File: src/rtl/pattern_sequencer.sv
// pattern_sequencer: steps through NUM_PATTERNS generators with per-pattern
// frame durations. It supports a skip mask, manual next/prev requests and a
// hold mode. Every select change lands on a vsync rising edge, so one
// generator draws each whole frame.

// Per-generator slice: enable, next-frame strobe and gated colour contribution.
module pattern_sequencer_lane #(
    parameter int SEL_W = 2,
    parameter int RGB_W = 6,
    parameter int IDX   = 0
) (
    input  logic [SEL_W-1:0] sel,
    input  logic             vs_rise,
    input  logic             paused,
    input  logic [RGB_W-1:0] rgb_in,
    output logic             en,
    output logic             tick,
    output logic [RGB_W-1:0] rgb_out
);
    assign en      = (sel == SEL_W'(IDX));
    // The strobe uses the select that was active during the frame just ending.
    assign tick    = vs_rise & ~paused & en;
    assign rgb_out = rgb_in & {RGB_W{en}};
endmodule

module pattern_sequencer #(
    parameter int NUM_PATTERNS = 4,
    parameter int SEL_W        = 2,
    parameter int CNT_W        = 10,
    parameter int RGB_W        = 6,
    parameter logic [NUM_PATTERNS*CNT_W-1:0] FRAME_LIST =
        {10'd300, 10'd360, 10'd480, 10'd240}
) (
    input  logic                          clk,
    input  logic                          rst_n,
    input  logic                          vsync,
    input  logic                          paused,
    input  logic                          hold,
    input  logic                          next_req,
    input  logic                          prev_req,
    input  logic [NUM_PATTERNS-1:0]       skip_mask,
    input  logic [NUM_PATTERNS*RGB_W-1:0] pattern_rgb,
    output logic [SEL_W-1:0]              pattern_sel,
    output logic [NUM_PATTERNS-1:0]       pattern_en,
    output logic [NUM_PATTERNS-1:0]       frame_tick,
    output logic [CNT_W-1:0]              frame_count,
    output logic                          switched,
    output logic [RGB_W-1:0]              rgb
);

    logic                                  vsync_q;
    logic                                  vs_rise;
    logic                                  pend_next;
    logic                                  pend_prev;
    logic                                  req_next;
    logic                                  req_prev;
    logic [SEL_W-1:0]                      sel_d;
    logic [SEL_W-1:0]                      sel_nxt;
    logic [CNT_W-1:0]                      cnt_nxt;
    logic [CNT_W-1:0]                      dur;
    logic [SEL_W-1:0]                      succ_fwd;
    logic [SEL_W-1:0]                      succ_bwd;
    logic [NUM_PATTERNS-1:0][RGB_W-1:0]    lane_rgb;

    assign vs_rise  = vsync & ~vsync_q;
    // A request landing in the edge cycle itself still counts for that edge.
    assign req_next = pend_next | next_req;
    assign req_prev = pend_prev | prev_req;

    // First unmasked index cyclically away from cur, never cur itself;
    // returns cur when every other index is masked.
    function automatic logic [SEL_W-1:0] successor(
        input logic [SEL_W-1:0]        cur,
        input logic [NUM_PATTERNS-1:0] mask,
        input logic                    fwd
    );
        logic [SEL_W-1:0] res;
        logic [SEL_W-1:0] cand;
        logic             found;
        int               idx;
        res   = cur;
        found = 1'b0;
        for (int k = 1; k < NUM_PATTERNS; k++) begin
            if (fwd) idx = (int'(cur) + k) % NUM_PATTERNS;
            else     idx = (int'(cur) + NUM_PATTERNS - k) % NUM_PATTERNS;
            cand = SEL_W'(idx);
            if (!found && !mask[cand]) begin
                res   = cand;
                found = 1'b1;
            end
        end
        return res;
    endfunction

    // Duration of the currently selected pattern.
    always_comb begin
        dur = '0;
        for (int i = 0; i < NUM_PATTERNS; i++) begin
            if (pattern_sel == SEL_W'(i)) dur = FRAME_LIST[i*CNT_W +: CNT_W];
        end
    end

    assign succ_fwd = successor(pattern_sel, skip_mask, 1'b1);
    assign succ_bwd = successor(pattern_sel, skip_mask, 1'b0);

    // Frame-edge decision: lone request, then auto-advance, then counting.
    // Opposing requests cancel each other and the edge is treated as if no
    // request had been made.
    always_comb begin
        sel_nxt = pattern_sel;
        cnt_nxt = frame_count;
        if (vs_rise) begin
            if (req_next ^ req_prev) begin
                sel_nxt = req_next ? succ_fwd : succ_bwd;
                cnt_nxt = '0;
            end else if (!paused && !hold && dur != '0 &&
                         frame_count == dur - CNT_W'(1)) begin
                sel_nxt = succ_fwd;
                cnt_nxt = '0;
            end else if (!paused && !hold && frame_count != '1) begin
                cnt_nxt = frame_count + CNT_W'(1);
            end
        end
    end

    // vsync edge history; reset high so a high vsync at release is not an edge.
    always_ff @(posedge clk or negedge rst_n) begin
        if (!rst_n) vsync_q <= 1'b1;
        else        vsync_q <= vsync;
    end

    // Pending requests live until the next frame edge consumes them.
    always_ff @(posedge clk or negedge rst_n) begin
        if (!rst_n) begin
            pend_next <= 1'b0;
            pend_prev <= 1'b0;
        end else if (vs_rise) begin
            pend_next <= 1'b0;
            pend_prev <= 1'b0;
        end else begin
            if (next_req) pend_next <= 1'b1;
            if (prev_req) pend_prev <= 1'b1;
        end
    end

    // Select and frame counter state.
    always_ff @(posedge clk or negedge rst_n) begin
        if (!rst_n) begin
            pattern_sel <= '0;
            frame_count <= '0;
        end else begin
            pattern_sel <= sel_nxt;
            frame_count <= cnt_nxt;
        end
    end

    // switched pulses one cycle after the select register has changed.
    always_ff @(posedge clk or negedge rst_n) begin
        if (!rst_n) begin
            sel_d    <= '0;
            switched <= 1'b0;
        end else begin
            sel_d    <= pattern_sel;
            switched <= (pattern_sel != sel_d);
        end
    end

    for (genvar i = 0; i < NUM_PATTERNS; i++) begin : g_lane
        pattern_sequencer_lane #(
            .SEL_W (SEL_W),
            .RGB_W (RGB_W),
            .IDX   (i)
        ) u_lane (
            .sel     (pattern_sel),
            .vs_rise (vs_rise),
            .paused  (paused),
            .rgb_in  (pattern_rgb[i*RGB_W +: RGB_W]),
            .en      (pattern_en[i]),
            .tick    (frame_tick[i]),
            .rgb_out (lane_rgb[i])
        );
    end

    // Lanes are gated by their enable, so OR-ing them is the mux; an
    // out-of-range select enables no lane and yields zero.
    always_comb begin
        rgb = '0;
        for (int i = 0; i < NUM_PATTERNS; i++) rgb = rgb | lane_rgb[i];
    end

endmodule

File: config.mk
export PLATFORM = sky130hd
export DESIGN_NAME = pattern_sequencer
export DESIGN_NICKNAME = d
export VERILOG_FILES = /design/src/rtl/pattern_sequencer.sv
export SDC_FILE = /design/constraint.sdc
export NUM_CORES = 1
export LEC_CHECK = 0
export CAP_MARGIN = 30
export CELL_PAD_IN_SITES_DETAIL_PLACEMENT = 0
export CELL_PAD_IN_SITES_GLOBAL_PLACEMENT = 1
export CORE_ASPECT_RATIO = 0.6
export CORE_MARGIN = 2
export CORE_UTILIZATION = 35
export CTS_CLUSTER_SIZE = 14
export DETAILED_ROUTE_END_ITERATION = 10
export DONT_BUFFER_PORTS = 1
export PLACE_DENSITY = 0.77
export SYNTH_ARGS = -nofsm -noshare
export SYNTH_HDL_FRONTEND = slang
export SYNTH_SLANG_ARGS = --single-unit
File: constraint.sdc
create_clock -name clk -period 2.6 [get_ports clk]
set_input_delay 0.39 -clock clk [delete_from_list [all_inputs] [get_ports clk]]
set_output_delay 0.39 -clock clk [all_outputs]
set_load 0.02 [all_outputs]
Yosys cells after proc, flatten, opt, wreduce, memory -nomap -nowiden. Cells that the tools add are included.

Bits in registers: 18. Logic and storage cells: 107. Output and inout bits: 27.

Bitwise gates (word level): 18. Add/subtract/negate cells: 9. Magnitude comparators: 6. Reduce and logical (&&, ||, !) cells: 24. Eq/ne operators: 7. Mux-type cells: 36.

Operators by type and width (number): 10-bit 2-to-1 mux (3); 9-bit 2-to-1 mux (3); 6-bit AND (4); 2-bit by 3-bit less-than comparator with 1-bit output, second input constant (6); 2-bit 2-to-1 mux (9); 6-bit OR (3); 1-bit 2-to-1 mux (14); 1-bit binary-select mux with 2-bit select (6); 10-bit by 1-bit adder with 10-bit output, second input constant (1); 10-bit equality test (1); 10-bit != test, second input constant (1); 10-bit nonzero test (1); 10-bit by 1-bit subtractor with 10-bit output, second input constant (1); 1-bit logical AND (8); 1-bit logical NOT (8); 8-bit 2-to-1 mux (1); 1-bit AND (6); 2-bit nonzero test (3); 2-bit subtractor, second input constant (3); 5-bit != test, second input constant (1); 2-bit by 1-bit adder with 2-bit output, second input constant (2); 2-bit adder, second input constant (2); 2-bit equality test, second input constant (2); 3-bit AND reduction (1); 8 further kinds (10).

Depth between registers and ports, before layout.
Word-level depth: 12. Gate-level depth with buffers: 11.

Cells and area by module. From an unflattened synthesis, not the netlist that was laid out.

Cells, all modules: 177. Area total of the unflattened synthesis: 1650.3 µm².

Modules (own cells, without submodules): pattern_sequencer (sequential area each 451.7 µm², cells an instance 143, area each 1315.0 µm², instances 1); pattern_sequencer_lane at g_lane[1].u_lane ... (sequential area each 0.0 µm², cells an instance 8, area each 81.3 µm², instances 2); pattern_sequencer_lane at g_lane[0].u_lane (sequential area each 0.0 µm², cells an instance 10, area each 110.1 µm², instances 1); pattern_sequencer_lane at g_lane[3].u_lane (sequential area each 0.0 µm², cells an instance 8, area each 62.6 µm², instances 1).

Worst setup path after synthesis. OpenSTA, ideal clock, no wires.

Kind: reg2reg. Start: reg pattern_sel[0]. End: reg pattern_sel[1]. Arrival time: 2.706 ns. Required time: 2.475 ns. Setup slack: -0.231 ns. Stages on the path, launching flop included: 11. Period minus slack after synthesis: 2.831 ns. Cell sequence: dfrtp_1 > clkbuf_1 > inv_1 > ha_1 > buf_2 > nor4b_1 > o2bb2ai_1 > nand4_1 > o41a_1 > nand2b_1 > mux2_4.

RTL lines: start: declaration (RTL line 43) `output logic [SEL_W-1:0] pattern_sel,`; start signal: assignment (RTL line 152) `pattern_sel <= sel_nxt;`; 2-bit logical NOT (*); named net g_lane[0].u_lane.en (RTL line 16) `output logic en,`; 8-bit 2-to-1 mux (*) (RTL line 99) `if (pattern_sel == SEL_W'(i)) dur = FRAME_LIST[i*CNT_W +: CNT_W];`; 9-bit 2-to-1 mux (*) (3 in series) (RTL line 99); 10-bit by 1-bit subtractor with 10-bit output / 10-bit nonzero test (equally long branches) (RTL line 117, 116); 10-bit equality test / 1-bit logical AND (equally long branches) (RTL line 117, 116); 1-bit logical AND (*) (RTL line 116) `end else if (!paused && !hold && dur != '0 &&`; 2-bit nonzero test (no line) (*); 3-bit AND reduction (no line) (*).

The timed path passes the listed nets; every way through them passes the cells marked *. The select of a mux whose other input is x is not followed. A chain may end at the register's enable or synchronous reset.

Worst setup path in the final report.
Start: reg pattern_sel[0]. End: reg frame_count[9].

Word-level cells in the longest chain between the ends: 10.

Ends and longest elaborated chain: 2-bit logical NOT (RTL line 99); 8-bit 2-to-1 mux (RTL line 99); 9-bit 2-to-1 mux (2 in series) (RTL line 99); 9-bit 2-to-1 mux (*) (RTL line 99); 10-bit by 1-bit subtractor with 10-bit output / 10-bit nonzero test (equally long branches) (RTL line 117, 116); 10-bit equality test / 1-bit logical AND (equally long branches) (RTL line 117, 116); 1-bit logical AND (*) (RTL line 116); 3-bit nonzero test (no line) / 10-bit 2-to-1 mux (equally long branches); 2-bit AND reduction (no line) / 10-bit 2-to-1 mux (equally long branches); end signal: assignment (RTL line 153) `frame_count <= cnt_nxt;`; end: declaration (RTL line 46) `output logic [CNT_W-1:0] frame_count,`.

Mark *: on every way between the ends. The rest lies on a longest branch, timed or not.

==> impl_metrics.yaml <==
pwr:
  p_leak_nw: 0.701
  ir_worst_vdd_mv: 0.296
  total_power_mw: 1.85
  power.density_nw_per_um2: 1040
run:
  maxCapViolations: 0
place:
  dp_cells: 245
  place_congestion: 0.829
  numPortBuffers: 0
  hpwl_mm: 3.29
grt:
  gr-usage-met3_pct: 3.93
  top_usage_layer: "met2"
  grt_pass1_wl_mm: 6.91
  grt_max_degree: 19
  use_met2_pct: 28.9
  grt_use_total_pct: 16.7
  antenna_found_initial: 0
  grt_pass1_vias: 1443
  grt_remaining_overflow: 0
  grt_use_met1_pct: 21.3
clock_network:
  clock-sinks: 18
  cts_root_buf: "clkbuf_8"
  numCtsBuffers: 3
  cts_buffer_depth: 2
  cts-htree-levels: 1
  tritoncts: "yes"
  clk_pin_slew_worst_paths_ns: 0.07
  clkLatencyLatePin_ns: 0.25
die:
  die_y_um: 55.7
  io_pins: 62
  dieArea_sq_um: 5020
  dieWidth_um: 90.1
  core_sq_um: 4190
  rows: 18
  start_util_pct: 37.2
synthesis:
  yosys_warnings: 0
  syn-num-nets: 230
  syn_avg_cell_area_sq_um: 8.33
  syn_area_sq_um: 1560
  yosys.area.top_type: "dfrtp_1"
  ys_async_sr_fraction_pct: 100
  synth_cell_types: 43
  synth_edf_count: 0
  synth_ff_type: "dfrtp_1"
  synth_top_area_share_pct: 27.3
  synthTopCellsByArea: "dfrtp_1 (27%), ha_1 (6.4%), a22oi_1 (6.3%)"
  ys_ff_latch: 18
  synthCells: 187
  yosysSeqAreaShare_pct: 29.0
critical_path:
  endpoint_kind: "flip-flop"
  startpoint_type: "flip-flop"
  worstSetupPathType: "flip-flop to flip-flop"
  cp_max_fo: 7
  r2r_slack_ns: 0.13
  cp.arrival_ns: 2.62
  required_ns: 2.75
drt:
  ant_nets: 0
  via_per_inst: 5.80
  totalWireLength_mm: 4.34
  drc: 0
  first_pass_iters: 4
  num_vias: 1468
  wl_per_cell_um: 17.1
  drt-initial-drc-count: 192
sta:
  rsz0062_at_grt: "no"
  timing.final.hold_violations: 0
  worstMarginPinSlew_ns: 0.827
  relSlewSlack_pct: 44.7
  finalClockSkew_ns: 0.00260
  setup_tns_ns: 0
  slew_viol_final: 0
  setup_violations: 0
  min_period_ns: 2.47
  min_period_over_period_pct: 94.9
  clock.fmax_mhz: 405
final_layout:
  diodes: 0
  layout_commonest_cell: "nand2_1"
  final_cell_mix: "nand2_1 (23), buf_4 (19), dfrtp_1 (15), a22oi_1 (13), nor2_1 (11)"
  nets: 237
  drive_gt1_share_pct: 20.2
  area_growth_pct: 14.3
  fin_cells: 253
run_status:
  outcome: "completed"
min_path:
  hp-class: "input port to flip-flop"
registers in the layout (all words and copies together) (netlist names):
register,flops
frame_count,10
pattern_sel,2
pend_next,1
pend_prev,1
sel_d,2
switched,1
vsync_q,1
per-stage QoR:
stage	hold slack, ns	cell area (sq um)	utilization [%]	setup slack [ns]
global placement	0.0951	1650	39.4	0.235
floorplan	0.0944	1560	-	0.0102
detailed placement	0.0949	1650	39.4	0.0421
CTS	0.121	1710	40.9	0.0353
global route	0.112	1780	42.5	0.00451
finish	0.127	1780	42.5	0.132
synth_stat cells (all sizes together), types with 2 or more instances:
cell,count
a21oi,10
a22oi,13
a311oi,2
buf,14
clkbuf,4
dfrtp,17
ha,8
inv,11
mux2i,5
nand2,23
nand2b,2
nand3,6
nand3b,2
nand4,6
nand4b,2
nor2,11
nor2b,3
nor3,5
nor3b,3
nor4b,2
o211ai,4
o21ai,4
o22ai,3
o311ai,5
o31a,2
o31ai,2
xnor2,5
xor2,3
layer usage:
| metal | vias to the layer above | routed length (um) |
|---|---|---|
| met5 | - | 0 |
| met4 | 0 | 16 |
| met3 | 2 | 341 |
| met2 | 81 | 2050 |
| met1 | 688 | 1930 |
| li1 | 697 | - |
worst max-delay path: stages (launching register included):
cell	delay [ns]
dfrtp_2	0.45
clkinvlp_4	0.17
ha_4	0.22
xor2_1	0.17
or3_1	0.32
a21oi_1	0.17
o41a_1	0.28
buf_4	0.20
nand2_1	0.09
o311ai_2	0.29
worst paths after layout:
check | start | to | cells after the start
max | pattern_sel[0]$_DFFE_PN0P_ | frame_count[9]$_DFFE_PN0P_ | 9
min | vsync | vsync_q$_DFF_PN1_ | 0
max reg2reg | pattern_sel[0]$_DFFE_PN0P_ | frame_count[9]$_DFFE_PN0P_ | 9
min reg2reg | sel_d[0]$_DFF_PN0_ | switched$_DFF_PN0_ | 2
max in group asynchronous | rst_n | pattern_sel[1]$_DFFE_PN0P_ | 1
min in group asynchronous | rst_n | frame_count[8]$_DFFE_PN0P_ | 1
what timing repair did:
| item | 4_1_cts | 5_1_grt |
|---|---|---|
| endpoints found under the hold margin | 18 | 0 |
| resized for setup | 0 | 10 |
| hold buffers | 1 | 0 |
| endpoints found under the setup margin | 0 | 11 |
| buffers inserted | 0 | 3 |
cell families (layout without fill, tap and decap cells):
kind of cell	count (synthesis)	in the layout	synth area share, %
buffers and inverters	29	35	9.48
muxes	7	7	5.62
xor gates and xnor gates	8	8	4.50
and+or+nand+nor	68	68	22.0
DFF	18	18	29.0
adders and majority gates	8	8	6.43
AOI/OAI and AO/OA	49	49	23.0
area by class of cell:
type / count / area (sq um)
Clock buffer: 4 / 55.1
Timing Repair Buffer: 20 / 153
Sequential cell: 18 / 454
Inverter: 11 / 45.0
Fill cell: 404 / 2410
Tap cell: 60 / 75.1
Multi-Input combinational cell: 140 / 998
where the power goes:
part,leakage (nW),internal [mW],switching (mW)
Combinational,0.461,0.453,0.670
Clock,0.0288,0.135,0.0979
Sequential,0.211,0.348,0.142
Total,0.701,0.936,0.911
Power figures use the tool's default switching activity.
